<file path="config.mk">
export PLATFORM = sky130hd
export DESIGN_NAME = aipp_multi_trigger
export DESIGN_NICKNAME = d
export VERILOG_FILES = /design/src/rtl/aipp_multi_trigger.sv
export SDC_FILE = /design/constraint.sdc
export NUM_CORES = 1
export LEC_CHECK = 0
export CELL_PAD_IN_SITES_DETAIL_PLACEMENT = 0
export CELL_PAD_IN_SITES_GLOBAL_PLACEMENT = 1
export CORE_MARGIN = 2
export CORE_UTILIZATION = 50
export CTS_BUF_LIST = sky130_fd_sc_hd__clkbuf_8
export DETAILED_ROUTE_END_ITERATION = 10
export DONT_BUFFER_PORTS = 1
export PLACE_DENSITY = 0.81
export SYNTH_ARGS = -nofsm -noshare
export SYNTH_HDL_FRONTEND = slang
export SYNTH_SLANG_ARGS = --single-unit
</file>
<file path="constraint.sdc">
create_clock -name clk -period 3.64 [get_ports clk]
set_input_delay 0.546 -clock clk [delete_from_list [all_inputs] [get_ports clk]]
set_output_delay 0.546 -clock clk [all_outputs]
set_load 0.03 [all_outputs]
</file>
<file path="src/rtl/aipp_multi_trigger.sv">
// aipp_multi_trigger: per-channel detect -> VRM pre-charge pulse -> delayed, handshaked data release.
// Channels are independent copies of one three-process FSM with delay clamping, abort and drop counting.
module aipp_multi_trigger #(
   parameter int NUM_CH     = 4,
   parameter int CNT_W      = 32,
   parameter int TRIG_PULSE = 4,
   parameter int MIN_DELAY  = 2,
   parameter int DROP_W     = 16
) (
   input  logic                       clk,
   input  logic                       rst_n,
   input  logic [NUM_CH-1:0]          packet_detect,
   input  logic [NUM_CH*CNT_W-1:0]    delay_ns,
   input  logic [NUM_CH-1:0]          abort,
   input  logic [NUM_CH-1:0]          release_ack,
   output logic [NUM_CH-1:0]          vrm_trigger,
   output logic [NUM_CH-1:0]          data_release,
   output logic [NUM_CH-1:0]          busy,
   output logic [NUM_CH*DROP_W-1:0]   drop_count
);
   localparam int PW = $clog2(TRIG_PULSE + 1);
   typedef enum logic [1:0] {IDLE, LEAD, RELEASE} state_t;
   genvar g;
   generate
      for (g = 0; g < NUM_CH; g++) begin : g_ch
         state_t              state_q, state_d;
         logic [CNT_W-1:0]    cnt_q, cnt_d, dly, d_eff;
         logic [PW-1:0]       pls_q, pls_d, p_eff;
         logic [DROP_W-1:0]   drop_q, drop_d;
         logic                vrm_q, vrm_d, rel_q, rel_d, busy_q, busy_d;
         logic                pd, ab, ack, accept, drop;
         assign pd    = packet_detect[g];
         assign ab    = abort[g];
         assign ack   = release_ack[g];
         assign dly   = delay_ns[g*CNT_W +: CNT_W];
         assign d_eff = (dly < CNT_W'(MIN_DELAY)) ? CNT_W'(MIN_DELAY) : dly;
         // pulse length is the shorter of TRIG_PULSE and the effective delay
         assign p_eff = (d_eff < CNT_W'(TRIG_PULSE)) ? PW'(d_eff) : PW'(TRIG_PULSE);
         assign accept = pd && !ab && (state_q == IDLE || (state_q == RELEASE && ack));
         assign drop   = pd && ((state_q == IDLE && ab) || state_q == LEAD ||
                                (state_q == RELEASE && (!ack || ab)));
         always_ff @(posedge clk or negedge rst_n) begin
            if (!rst_n) begin
               state_q <= IDLE;
               cnt_q   <= '0;
               pls_q   <= '0;
               drop_q  <= '0;
               vrm_q   <= 1'b0;
               rel_q   <= 1'b0;
               busy_q  <= 1'b0;
            end else begin
               state_q <= state_d;
               cnt_q   <= cnt_d;
               pls_q   <= pls_d;
               drop_q  <= drop_d;
               vrm_q   <= vrm_d;
               rel_q   <= rel_d;
               busy_q  <= busy_d;
            end
         end
         always_comb begin
            state_d = state_q;
            cnt_d   = cnt_q;
            pls_d   = pls_q;
            if (accept) begin
               state_d = LEAD;
               cnt_d   = d_eff;
               pls_d   = p_eff;
            end else if (state_q == LEAD) begin
               state_d = ab ? IDLE : ((cnt_q == CNT_W'(1)) ? RELEASE : LEAD);
               cnt_d   = ab ? '0 : cnt_q - CNT_W'(1);
               pls_d   = ab ? '0 : pls_q - PW'(pls_q != '0);
            end else if (state_q == RELEASE && ack) begin
               state_d = IDLE;
            end
            drop_d = (drop && !(&drop_q)) ? drop_q + DROP_W'(1) : drop_q;
         end
         always_comb begin
            vrm_d  = (state_d == LEAD) && (pls_d != '0);
            rel_d  = (state_d == RELEASE);
            busy_d = (state_d != IDLE);
         end
         assign vrm_trigger[g]                  = vrm_q;
         assign data_release[g]                 = rel_q;
         assign busy[g]                         = busy_q;
         assign drop_count[g*DROP_W +: DROP_W]  = drop_q;
      end
   endgenerate
endmodule

</file>
==> Yosys cells after proc, flatten, opt, wreduce, memory -nomap -nowiden <==
Cells that the tools add are included.
{ "op_classes": {"addsub": 12, "mul": 0, "n_div": 0, "magnitude_cmp": 8, "n_eq_ne": 20, "n_shift": 0, "mux": 52, "bitwise_logic": 0, "reduce_logical": 84} }
{ "op_table": {"columns": ["cell", "n"], "rows": [
  ["$mux W32", 16],
  ["$eq A32 B1 Y1 const B", 4],
  ["$lt A32 B2 Y1 const B", 4],
  ["$lt A32 B3 Y1 const B", 4],
  ["$sub A32 B1 Y32 const B", 4],
  ["$add A16 B1 Y16 const B", 4],
  ["$reduce_and A16 Y1", 4],
  ["$mux W3", 16],
  ["$mux W2", 20],
  ["$logic_and A1 B1 Y1", 32],
  ["$reduce_bool A3 Y1", 8],
  ["$eq A2 B1 Y1 const B", 8],
  ["$eq A2 B2 Y1 const B", 8],
  ["$logic_or A1 B1 Y1", 16],
  ["$reduce_bool A2 Y1", 8],
  ["$logic_not A1 Y1", 12],
  ["$sub A3 B1 Y3", 4],
  ["$logic_not A2 Y1", 4]
]} }
{ "word_totals": {"register_bits": 224, "latch_bits": 0, "mem_bits_rw": 0, "mem_bits_ro": 0, "elab_cells": 204, "memories": 0} }

==> Depth between registers and ports, before layout <==
Gate-level depths: netlist (run 1).
{ "depth": {"ltp_word": 7, "mapped_depth": 9, "ltp_nobuf": 8} }

==> Least setup slack after synthesis (run 1) <==
No wires, ideal clock.
{ "synth_path": {"path_type": "reg2reg", "from": "register g_ch[0].cnt_q[27]", "to": "register g_ch[0].vrm_q", "setup_ns": 0.127, "t_arrival_ns": 2.242, "setup_slack_ns": 1.271, "stages_incl_launch_ff": 6, "n_path_buf": 0, "cell_sequence": "dfrtp_1 -> or4_1 -> or4_4 -> or4_4 -> o31a_1 -> nor3b_1"} }
{ "synth_between": {"elab_chain_cells": 7} }
{ "synth_lines": {"columns": ["element", "line_no", "rtl"], "rows": [
  ["from (decl)", "27", "logic [CNT_W-1:0] cnt_q, cnt_d, dly, d_eff;"],
  ["from (signal assigned)", "53", "cnt_q <= cnt_d;"],
  ["$eq A32 B1 Y1", "70", "state_d = ab ? IDLE : ((cnt_q == CNT_W'(1)) ? RELEASE : LEAD);"],
  ["$mux W2 (2 in a row)", "70", null],
  ["$mux W2", "69", "end else if (state_q == LEAD) begin"],
  ["$mux W2", "65", "if (accept) begin"],
  ["named net g_ch[0].state_d[0]", "26", "state_t state_q, state_d;"],
  ["$eq A2 B1 Y1", "79", "vrm_d = (state_d == LEAD) && (pls_d != '0);"],
  ["$logic_and A1 B1 Y1", "79", null],
  ["named net g_ch[0].vrm_d", "30", "logic vrm_q, vrm_d, rel_q, rel_d, busy_q, busy_d;"],
  ["to (signal assigned)", "56", "vrm_q <= vrm_d;"],
  ["to (decl)", "30", null]
]} }
The timed path passes the listed nets, and every way through them passes these cells.
A chain may end at the register's enable or synchronous reset.

==> Worst setup path in the final report (run 1) <==
{ "layout_path": {"from": "register g_ch[1].cnt_q[0]", "to": "register g_ch[1].cnt_q[18]"} }
{ "layout_between": {"elab_chain_cells": 4} }
{ "layout_lines": {"columns": ["element", "line_no", "rtl"], "rows": [
  ["from (decl)", "27", null],
  ["from (signal assigned)", "53", null],
  ["$sub A32 B1 Y32", "71", "cnt_d = ab ? '0 : cnt_q - CNT_W'(1);"],
  ["$mux W32", "71", null],
  ["$mux W32", "69", null],
  ["$mux W32", "65", null]
]} }
Every way passes these cells. The select of a mux whose other input is x is not followed.

==> results of run 1 <==
## worst max-delay path, delay by kind of cell (launching register included)
family                   cells  cell delay, ns
flip-flops                   1            0.44
AND/OR/NAND/NOR              2            0.78
XOR/XNOR                     1            0.17
adder cells (fa/ha/maj)      1            0.17
AO/OA/AOI/OAI                2            0.89
buffers and inverters        1            0.08
## layer usage
layer  routed length (µm)  vias up
met4                  965        0
met3                 2760       65
met1                14800     5208
met2                14800      318
li1                     -     5203
met5                    0        -
## registers in the layout, summed over array words and instances (netlist names)
register,count
g_ch.rel_q,4
g_ch.pls_q,12
g_ch.drop_q,64
g_ch.cnt_q,128
g_ch.vrm_q,4
g_ch.state_q,8
g_ch.busy_q,4
## power by group through the flow
stage / Clock (mW) / Combinational (mW) / Sequential [mW]
3_3_place_gp: 0 / 1.55 / 3.81
6_report: 2.51 / 1.59 / 3.79
4_1_cts: 2.59 / 1.59 / 3.79
5_1_grt: 2.70 / 1.82 / 3.90
3_5_place_dp: 0 / 1.58 / 3.83
2_1_floorplan: 0 / 1.35 / 3.62
## worst max-delay path by stage
stage                                               end                           from  slack [ns]
after CTS                 g_ch[1].cnt_q[18]$_DFFE_PN0P_   g_ch[1].cnt_q[0]$_DFFE_PN0P_        0.97
final                     g_ch[1].cnt_q[18]$_DFFE_PN0P_   g_ch[1].cnt_q[0]$_DFFE_PN0P_        0.99
after detailed placement  g_ch[1].cnt_q[18]$_DFFE_PN0P_   g_ch[1].cnt_q[0]$_DFFE_PN0P_        0.97
after global placement    g_ch[1].cnt_q[18]$_DFFE_PN0P_   g_ch[1].cnt_q[0]$_DFFE_PN0P_        1.02
after floorplan                 g_ch[0].vrm_q$_DFF_PN0_  g_ch[0].cnt_q[27]$_DFFE_PN0P_        1.27
after global routing      g_ch[0].cnt_q[29]$_DFFE_PN0P_   g_ch[0].cnt_q[4]$_DFFE_PN0P_        0.80
## kinds of logic (layout without fill, tap and decap cells)
kind of cell               Yosys count  after routing  synth area share, %
adders and majority gates           20             20                 1.95
DFF                                224            224                 43.6
xor gates and xnor gates           121            121                 8.25
buffers and inverters              112            115                 3.63
and+or+nand+nor                    651            651                 27.1
muxes                               11             11                0.916
AOI/OAI and AO/OA                  276            276                 14.5
## timing repair
action | in CTS | in global routing
endpoints found under the setup margin | 0 | 0
gates resized for setup | 0 | 0
endpoints found under the hold margin | 224 | 224
## through the flow
step	std cells	power [mW]	setup slack (ns)	util, %	hold slack, ns
4_1_cts	1748	7.97	0.973	55.2	-0.332
6_report	1748	7.89	0.990	55.2	-0.299
3_3_place_gp	1678	5.36	1.02	51.8	0.255
3_5_place_dp	1678	5.41	0.970	51.8	0.257
2_1_floorplan	1415	4.97	1.27	-	0.250
5_1_grt	1748	8.42	0.796	55.2	-0.330
## cell usage in the layout (no fill, tap or decap), types with 5 or more instances in the layout
| cell type | synthesis | final |
|---|---|---|
| and3_1 | 15 | 15 |
| nand2b_1 | 20 | 20 |
| nor2b_1 | 17 | 17 |
| nand4b_1 | 6 | 6 |
| mux2_2 | 6 | 6 |
| dfrtp_1 | 224 | 224 |
| nand4_1 | 54 | 54 |
| a221o_1 | 23 | 23 |
| o221ai_1 | 14 | 14 |
| nor3b_1 | 8 | 7 |
| o311ai_0 | 15 | 15 |
| o211ai_1 | 12 | 12 |
| or4_1 | 26 | 26 |
| mux2i_1 | 5 | 5 |
| a211oi_1 | 6 | 6 |
| a31oi_1 | 9 | 9 |
| a21boi_0 | 5 | 5 |
| xnor2_1 | 75 | 75 |
| or3_1 | 27 | 27 |
| nor4_1 | 76 | 75 |
| clkbuf_8 | 0 | 49 |
| clkinv_2 | 0 | 8 |
| o22ai_1 | 6 | 6 |
| xor2_1 | 46 | 46 |
| ha_1 | 20 | 20 |
| a22oi_1 | 8 | 8 |
| and4_1 | 11 | 11 |
| or2_2 | 9 | 9 |
| o21ai_0 | 103 | 103 |
| a21oi_1 | 30 | 30 |
| nand3_1 | 36 | 36 |
| buf_4 | 12 | 11 |
| nor3_1 | 54 | 52 |
| nand2_1 | 179 | 179 |
| nor2_1 | 88 | 88 |
| inv_1 | 33 | 39 |
## area by class of cell
cell class	instances	area, µm²	share of cell area, %
multi-input cells	1079	6800	48.9
flip-flops and latches	224	5610	40.3
clock buffers	49	674	4.85
well taps	330	413	2.97
clock inverters	21	183	1.31
inverters	33	124	0.891
repair buffers	12	103	0.738
==> impl_metrics.toml, run 1 <==
[sta]
fin_skew_ns = 0.0277
maxSlewViolCount = 0
maxSlewHeadroom_pct = 29.6
setup_tns_ns = 0
worst_hold_slack_ns = -0.299
fin_crit_ns = 2.65
final-hold-violation-count = 224
worst_slew_pin_slew_ns = 1.05
fmax_ghz = 0.377
finalCritPeriodShare_pct = 72.8
setup_viol = 0
rsz0062_at_grt = "no"

[hold_path]
hold_path_class = "input port to async pin"

[synthesis]
synth_seq_cells = 224
syn_area_mm2 = 0.0128
synth.most_common_cell = "dfrtp_1"
ys_types = 70
synth.top_cells.by_area = "dfrtp_1 44%, nand2_1 5.2%, xnor2_1 5.1%"
synth.avg_cell_area_um2 = 9.08
synth_edf_count = 0
synth_top_cell_by_area = "dfrtp_1"
synthCells = 1415
synth.net_count = 1577
async_flop_share_pct = 100
synth-seq-area-share_pct = 43.6
yosys_warnings = 0
synth_common_cells = "224 x dfrtp_1, 179 x nand2_1, 103 x o21ai_0"
synth_top_area_share_pct = 43.6
dominantRegCellSynth = "dfrtp_1"

[clock_tree]
cts_buffer_depth = 3
htree_levels = 2
path_clk_slew_ns = 0.07
cts_buffers = 41
cts_tree = "built"
clock_tree.root_cell = "clkbuf_8"
cts_setup_buffers = 0
cts.sinks = 224
clk_latency_ns = 0.54

[placement]
portBuffers = 0
gp_congestion = 0.843
placed_area_mm2 = 0.0130
dpl.hpwl_mm = 23.4

[power]
power_frac_clock_pct = 31.8
p_per_area_mw_per_mm2 = 567
p_switching_mw = 2.80
power.internal_mw = 5.09
pwr-share-comb_pct = 20.1
p_sw_share_pct = 35.5
vdd_ir_drop_max_uv = 546
seqPwrFrac_pct = 48.1
leakage_nw = 5.54

[worst_setup_path]
arrival_ns = 3.09
crit_path_top_delay_cell = "a221oi_2"
cp-start-kind = "flop"
r2r-start = "g_ch[1].cnt_q[0]$_DFFE_PN0P_"
criticalPathCategory = "flop to flop"
cp_max_fo = 10
crit_required_ns = 4.07
path_cells = "inv_1 > ha_1 > or3b_2 > a221oi_2 > nand4b_1 > xnor2_1 > a22o_1"
r2r_end = "g_ch[1].cnt_q[18]$_DFFE_PN0P_"
reg2reg_slack_ns = 0.99
max_stage_delay_ns = 0.70
endpoint_kind = "flop"
r2r.worst_path.cells = 7

[outcome]
status = "complete, but fails checks"
failed_checks = "negative hold slack"

[drt]
wl_mm = 33.2
drt.antenna.violating_nets = 0
wl_per_cell_um = 19.0
routed_via_density = 6.18
drt_first_iter_violations = 784
via_count = 10800
dr.pass1.iters = 5
drc = 0

[global_routing]
grt-ovfl-total = 0
busiest_layer = "met2"
use_met2_pct = 37.0
antenna_found_initial = 0
grt_first_pass_wirelength_mm = 54.4
grt_usage_pct = 24.9
grt_max_degree = 225
use_met3_pct = 7.42
grt_pass1_vias = 10500
met1_usage_pct = 34.3

[die]
initial_utilization_pct = 51.0
fp.dieW_um = 164
fp.dieH_um = 164
coreArea_mm2 = 0.0252
ios = 218
rows = 58
dieArea_mm2 = 0.0270

[run]
timing.max_cap.violations = 0

[layout]
antenna_cells = 0
drive_above_1_share_pct = 8.18
num-fill-cells = 2322
fin_area_mm2 = 0.0139
areaGrowthSynthToFinish_pct = 8.23
final_nets = 1553
No activity file was read; power rests on OpenSTA's default activity.
==> run 2, diff against run 1 <==
--- a/config.mk
+++ b/config.mk
@@ -8,11 +8,11 @@
 export CELL_PAD_IN_SITES_DETAIL_PLACEMENT = 0
 export CELL_PAD_IN_SITES_GLOBAL_PLACEMENT = 1
 export CORE_MARGIN = 2
-export CORE_UTILIZATION = 50
+export CORE_UTILIZATION = 46
 export CTS_BUF_LIST = sky130_fd_sc_hd__clkbuf_8
 export DETAILED_ROUTE_END_ITERATION = 10
 export DONT_BUFFER_PORTS = 1
-export PLACE_DENSITY = 0.81
+export PLACE_DENSITY = 0.78
 export SYNTH_ARGS = -nofsm -noshare
 export SYNTH_HDL_FRONTEND = slang
 export SYNTH_SLANG_ARGS = --single-unit
==> constraint.sdc (replaced) <==
create_clock -name clk -period 2.35 [get_ports clk]
set_input_delay 0.3525 -clock clk [delete_from_list [all_inputs] [get_ports clk]]
set_output_delay 0.3525 -clock clk [all_outputs]
set_load 0.03 [all_outputs]
==> impl_metrics.toml, run 2 (synthesis results as in run 1) <==
[global_routing]
grt_pass1_vias = 11800
grt_max_degree = 225
grt_usage_pct = 25.3
grt_first_pass_wirelength_mm = 60.3
grt-ovfl-total = 0
antenna_found_initial = 0

[sta]
setup_viol = 1
worst_hold_slack_ns = -0.480
fin_skew_ns = 0.0161
finalCritPeriodShare_pct = 104
rsz0062_at_grt = "yes"
fmax_ghz = 0.411
maxSlewHeadroom_pct = 41.2
maxSlewViolCount = 0
worst_slew_pin_slew_ns = 0.878
final-hold-violation-count = 224
fin_crit_ns = 2.43
fin_ws_ns = -0.0842

[drt]
drt_first_iter_violations = 714
wl_mm = 37.7
drt.antenna.violating_nets = 0
drc = 0
wl_per_cell_um = 18.2
dr.pass1.iters = 5
via_count = 12000
routed_via_density = 5.80

[layout]
mostFrequentLayoutCell = "dfrtp_1"
final_nets = 1819
fin_util_pct = 59.2
mostFrequentLayoutCells = "224 x dfrtp_1, 179 x nand2_1, 142 x buf_4"
largest_register_ffs = 128
largestRegisters = "g_ch.cnt_q (128), g_ch.drop_q (64), g_ch.pls_q (12)"
regMostFlops = "g_ch.cnt_q"
instances_no_fill = 2066
antenna_cells = 0
areaGrowthSynthToFinish_pct = 27.4
drive_above_1_share_pct = 15.5
fin_area_mm2 = 0.0164

[worst_setup_path]
endpoint_kind = "flop"
crit_top_cell = "or4_4"
cp_max_fo = 3
crit_required_ns = 2.76
path_cells = "or4_4 > or4_4 > or4_4 > o31a_1 > nor3b_1"
max_stage_delay_ns = 0.55
arrival_ns = 2.84
cp-start-kind = "flop"
path_delay_family = "simple AND/OR/NAND/NOR gates"
crit_path_top_delay_cell = "or4_4"
worst-path-buf-inv = 0
criticalPathCategory = "flop to flop"

[run]
timing.max_cap.violations = 0

[clock_tree]
ctsHoldBuffers = 136
cts_buffers = 41
cts.sinks = 224
clk_latency_ns = 0.54
cts_buffer_depth = 3
htree_levels = 2
path_clk_slew_ns = 0.06
clock_tree.root_cell = "clkbuf_8"
cts_tree = "built"

[placement]
dpl.hpwl_mm = 25.7
placed_area_mm2 = 0.0141
place_ws_ns = -0.0516
portBuffers = 0
dp.cells = 1856
gp_congestion = 0.851

[hold_path]
hold_path_class = "input port to async pin"

[die]
initial_utilization_pct = 46.5
coreArea_mm2 = 0.0276
dieArea_mm2 = 0.0293
ios = 218
fp.dieH_um = 171
fp.dieW_um = 171
rows = 61

[power]
p_per_area_mw_per_mm2 = 795
power.internal_mw = 8.38
p_switching_mw = 4.63
pwr-share-comb_pct = 30.2
seqPwrFrac_pct = 40.7
leakage_nw = 6.81
power_frac_clock_pct = 29.1
vdd_ir_drop_max_uv = 695
p_sw_share_pct = 35.6

[outcome]
failed_checks = "negative hold slack, negative setup slack"
status = "complete, but fails checks"
==> run 2: cell count changes in the layout (fill, tap and decap cells not counted), sizes merged <==
cell | previous run | this run
dlygate4sd3 | 0 | 136
buf | 12 | 142
clkbuf | 49 | 55
inv | 39 | 44
bufinv | 3 | 0
clkinvlp | 4 | 1
clkinv | 8 | 7
==> run 2: worst paths after layout <==
check	start	endpoint	slack [ns]	cells after the start
max	g_ch[0].cnt_q[27]$_DFFE_PN0P_	g_ch[0].vrm_q$_DFF_PN0_	-0.08	5
min	rst_n	g_ch[3].pls_q[2]$_DFF_PN0_	-0.48	0
max reg2reg	g_ch[0].cnt_q[27]$_DFFE_PN0P_	g_ch[0].vrm_q$_DFF_PN0_	-0.08	5
min reg2reg	g_ch[1].cnt_q[6]$_DFFE_PN0P_	g_ch[1].cnt_q[6]$_DFFE_PN0P_	0.50	2
max in group asynchronous	rst_n	g_ch[1].cnt_q[15]$_DFFE_PN0P_	2.46	0
min in group clk	delay_ns[97]	g_ch[3].cnt_q[1]$_DFFE_PN0P_	0.02	2
==> run 2: worst register-to-register path, stage by stage, from the launching register on <==
cell     delay [ns]
dfrtp_1        0.38
or4_4          0.55
or4_4          0.43
or4_4          0.51
o31a_1         0.29
nor3b_1        0.15
==> run 2: area by class of cell <==
type,instances,area [µm²]
clock buffer,55,757
sequential,224,5610
fill,2459,11300
multi-input combinational,1079,6900
tap,378,473
clock inverter,19,83.8
timing repair buffer,278,2430
inverter,33,124
==> run 2: per-layer routing <==
layer  track usage [%]  up-vias  share of wire [%]
met4              8.77        0                3.3
met3              6.75       82                8.1
met5                 0        -                  0
met1              33.6     5807                 44
li1                  -     5715                  -
met2              40.1      378                 45
==> run 2: through the flow <==
| stage | hold slack [ns] | setup TNS, ns | power [mW] |
|---|---|---|---|
| after detailed placement | 0.0627 | -0.0526 | 8.99 |
| after global placement | 0.0638 | -0.0170 | 8.90 |
| final | -0.480 | -0.0842 | 13.0 |
| after floorplan | 0.0569 | -0.0109 | 7.71 |
| after global routing | -0.509 | -0.161 | 13.8 |
| after CTS | -0.520 | -0.0677 | 13.0 |
==> run 2: repair_timing <==
item / in CTS / in global routing
hold endpoints to repair: 359 / 224
buffers inserted: 0 / 0
endpoints found under the setup margin: 2 / 22
gates resized for setup: 1 / 21
pin swaps: 1 / 2
==> run 2: power by group through the flow <==
stage / Sequential [mW] / Combinational, mW / Clock [mW]
floorplan: 5.61 / 2.10 / 0
global placement: 5.31 / 3.59 / 0
detailed placement: 5.34 / 3.65 / 0
CTS: 5.28 / 3.86 / 3.90
global route: 5.41 / 4.33 / 4.04
finish: 5.30 / 3.93 / 3.79
==> run 3, diff against run 2 <==
--- a/config.mk
+++ b/config.mk
@@ -8,11 +8,11 @@
 export CELL_PAD_IN_SITES_DETAIL_PLACEMENT = 0
 export CELL_PAD_IN_SITES_GLOBAL_PLACEMENT = 1
 export CORE_MARGIN = 2
-export CORE_UTILIZATION = 46
+export CORE_UTILIZATION = 50
 export CTS_BUF_LIST = sky130_fd_sc_hd__clkbuf_8
 export DETAILED_ROUTE_END_ITERATION = 10
 export DONT_BUFFER_PORTS = 1
-export PLACE_DENSITY = 0.78
+export PLACE_DENSITY = 0.81
 export SYNTH_ARGS = -nofsm -noshare
 export SYNTH_HDL_FRONTEND = slang
 export SYNTH_SLANG_ARGS = --single-unit
==> constraint.sdc (replaced) <==
create_clock -name clk -period 2.7 [get_ports clk]
set_input_delay 0.405 -clock clk [delete_from_list [all_inputs] [get_ports clk]]
set_output_delay 0.405 -clock clk [all_outputs]
set_load 0.03 [all_outputs]
==> impl_metrics.toml, run 3 (synthesis results as in run 1) <==
[outcome]
status = "complete, but fails checks"
failed_checks = "negative hold slack"

[layout]
largest_register_ffs = 128
antenna_cells = 0
areaGrowthSynthToFinish_pct = 18.0
num-fill-cells = 2188
fin_util_pct = 60.2
largestRegisters = "g_ch.cnt_q (128), g_ch.drop_q (64), g_ch.pls_q (12)"
mostFrequentLayoutCell = "dfrtp_1"
drive_above_1_share_pct = 9.25
regMostFlops = "g_ch.cnt_q"
mostFrequentLayoutCells = "224 x dfrtp_1, 179 x nand2_1, 107 x dlygate4sd3_1"
multi_input_area_mm2 = 0.00682
final_nets = 1694
seqCellArea_mm2 = 0.00561

[sta]
fin_skew_ns = 0.0133
setup_tns_ns = 0
maxSlewHeadroom_pct = 22.0
rsz0062_at_grt = "no"
maxSlewViolCount = 0
worst_hold_slack_ns = -0.430
finalCritPeriodShare_pct = 91.8
fmax_ghz = 0.404
worst_slew_pin_slew_ns = 1.17
final-hold-violation-count = 224
setup_viol = 0
fin_crit_ns = 2.48

[worst_setup_path]
cp-start-kind = "flop"
endpoint_kind = "flop"
criticalPathCategory = "flop to flop"
crit_required_ns = 3.11
r2r-start = "g_ch[0].cnt_q[27]$_DFFE_PN0P_"
cp_max_fo = 4
arrival_ns = 2.89
crit_start = "g_ch[0].cnt_q[27]$_DFFE_PN0P_"

[power]
power_frac_clock_pct = 29.2
p_per_area_mw_per_mm2 = 705
p_switching_mw = 3.83
power.total_mw = 10.7
pwr-share-comb_pct = 24.6
p_sw_share_pct = 35.9
leakage_nw = 6.13
seqPwrFrac_pct = 46.2
vdd_ir_drop_max_uv = 529
power.internal_mw = 6.84

[clock_tree]
clk_latency_ns = 0.54
clock_tree.root_cell = "clkbuf_8"
path_clk_slew_ns = 0.06
cts.sinks = 224
cts_buffers = 41
htree_levels = 2
cts_buffer_depth = 3
cts_tree = "built"

[die]
ios = 218
fp.dieW_um = 164
initial_utilization_pct = 51.0
coreArea_mm2 = 0.0252
fp.dieH_um = 164
dieArea_mm2 = 0.0270
rows = 58

[global_routing]
grt_usage_pct = 26.0
grt_max_degree = 225
grt_pass1_vias = 11500
antenna_found_initial = 0
grt_first_pass_wirelength_mm = 57.1
grt-ovfl-total = 0

[drt]
wl_per_cell_um = 18.7
drc = 0
wl_mm = 35.3
routed_via_density = 6.02
dr.pass1.iters = 6
via_count = 11400
drt_first_iter_violations = 876
drt.antenna.violating_nets = 0

[run]
timing.max_cap.violations = 0

[placement]
dpl.hpwl_mm = 24.1
gp_congestion = 0.858
portBuffers = 0

[hold_path]
hold_path_class = "input port to async pin"
-- run 3: cell types whose count changed in the layout (fill, tap and decap cells not counted), moves of 4 or more --
cell,before,now
nor4_2,6,2
buf_4,142,46
clkbuf_8,55,48
o311ai_0,11,15
dlygate4sd3_1,136,107
-- run 3: path summary, 6_finish.rpt --
path,to,slack (ns),cells past startpoint
worst min-delay path,g_ch[3].cnt_q[3]$_DFFE_PN0P_,-0.43,0
worst max register to register,g_ch[0].vrm_q$_DFF_PN0_,0.22,5
min in group clk,g_ch[0].cnt_q[19]$_DFFE_PN0P_,0.02,2
max in group asynchronous,g_ch[2].cnt_q[4]$_DFFE_PN0P_,2.63,0
worst max-delay path,g_ch[0].vrm_q$_DFF_PN0_,0.22,5
worst min register to register,g_ch[1].pls_q[1]$_DFF_PN0_,0.52,2
-- run 3: cell type report --
class	instances	area share [%]
multi-input combinational	1079	45.0
sequential	224	37.0
timing repair buffer	153	9.35
clock buffer	48	4.36
tap	330	2.73
inverter	33	0.818
clock inverter	19	0.735
-- run 3: repair_timing --
action,4_1_cts,5_1_grt
endpoints found under the setup margin,0,1
hold buffers,106,1
resized for setup,0,3
hold endpoints to repair,329,225
buffers inserted,0,0
-- run 3: stage by stage --
stage                     instance area (µm²)  hold slack, ns  worst slack (ns)  cells
final                                   15200          -0.430             0.222   1886
after CTS                               15100          -0.465             0.107   1885
after global placement                  13300           0.114             0.273   1712
after floorplan                         12800           0.109             0.331   1415
after detailed placement                13300           0.115             0.253   1712
after global routing                    15200          -0.472            0.0943   1886
-- run 3: per-layer routing --
| layer | GRT usage, % | vias to the layer above | routed length (µm) |
|---|---|---|---|
| li1 | - | 5486 | - |
| met1 | 33.7 | 5491 | 15300 |
| met2 | 41.4 | 308 | 16300 |
| met3 | 7.65 | 78 | 2640 |
| met4 | 9.53 | 0 | 1090 |
| met5 | 0 | - | 0 |
-- run 3: worst max-delay path, stage by stage, from the launching register on --
cell and delay [ns]:
dfrtp_1 0.41, or4_1 0.57, or4_4 0.45, or4_4 0.51, o31a_1 0.28, nor3b_1 0.15
-- run 3: power by group through the flow --
stage          Clock (mW)  Combinational [mW]  Sequential (mW)
4_1_cts              3.20                2.61             4.91
5_1_grt              3.35                2.95             5.05
3_3_place_gp            0                2.41             4.94
2_1_floorplan           0                1.82             4.88
3_5_place_dp            0                2.46             4.97
6_report             3.11                2.63             4.93
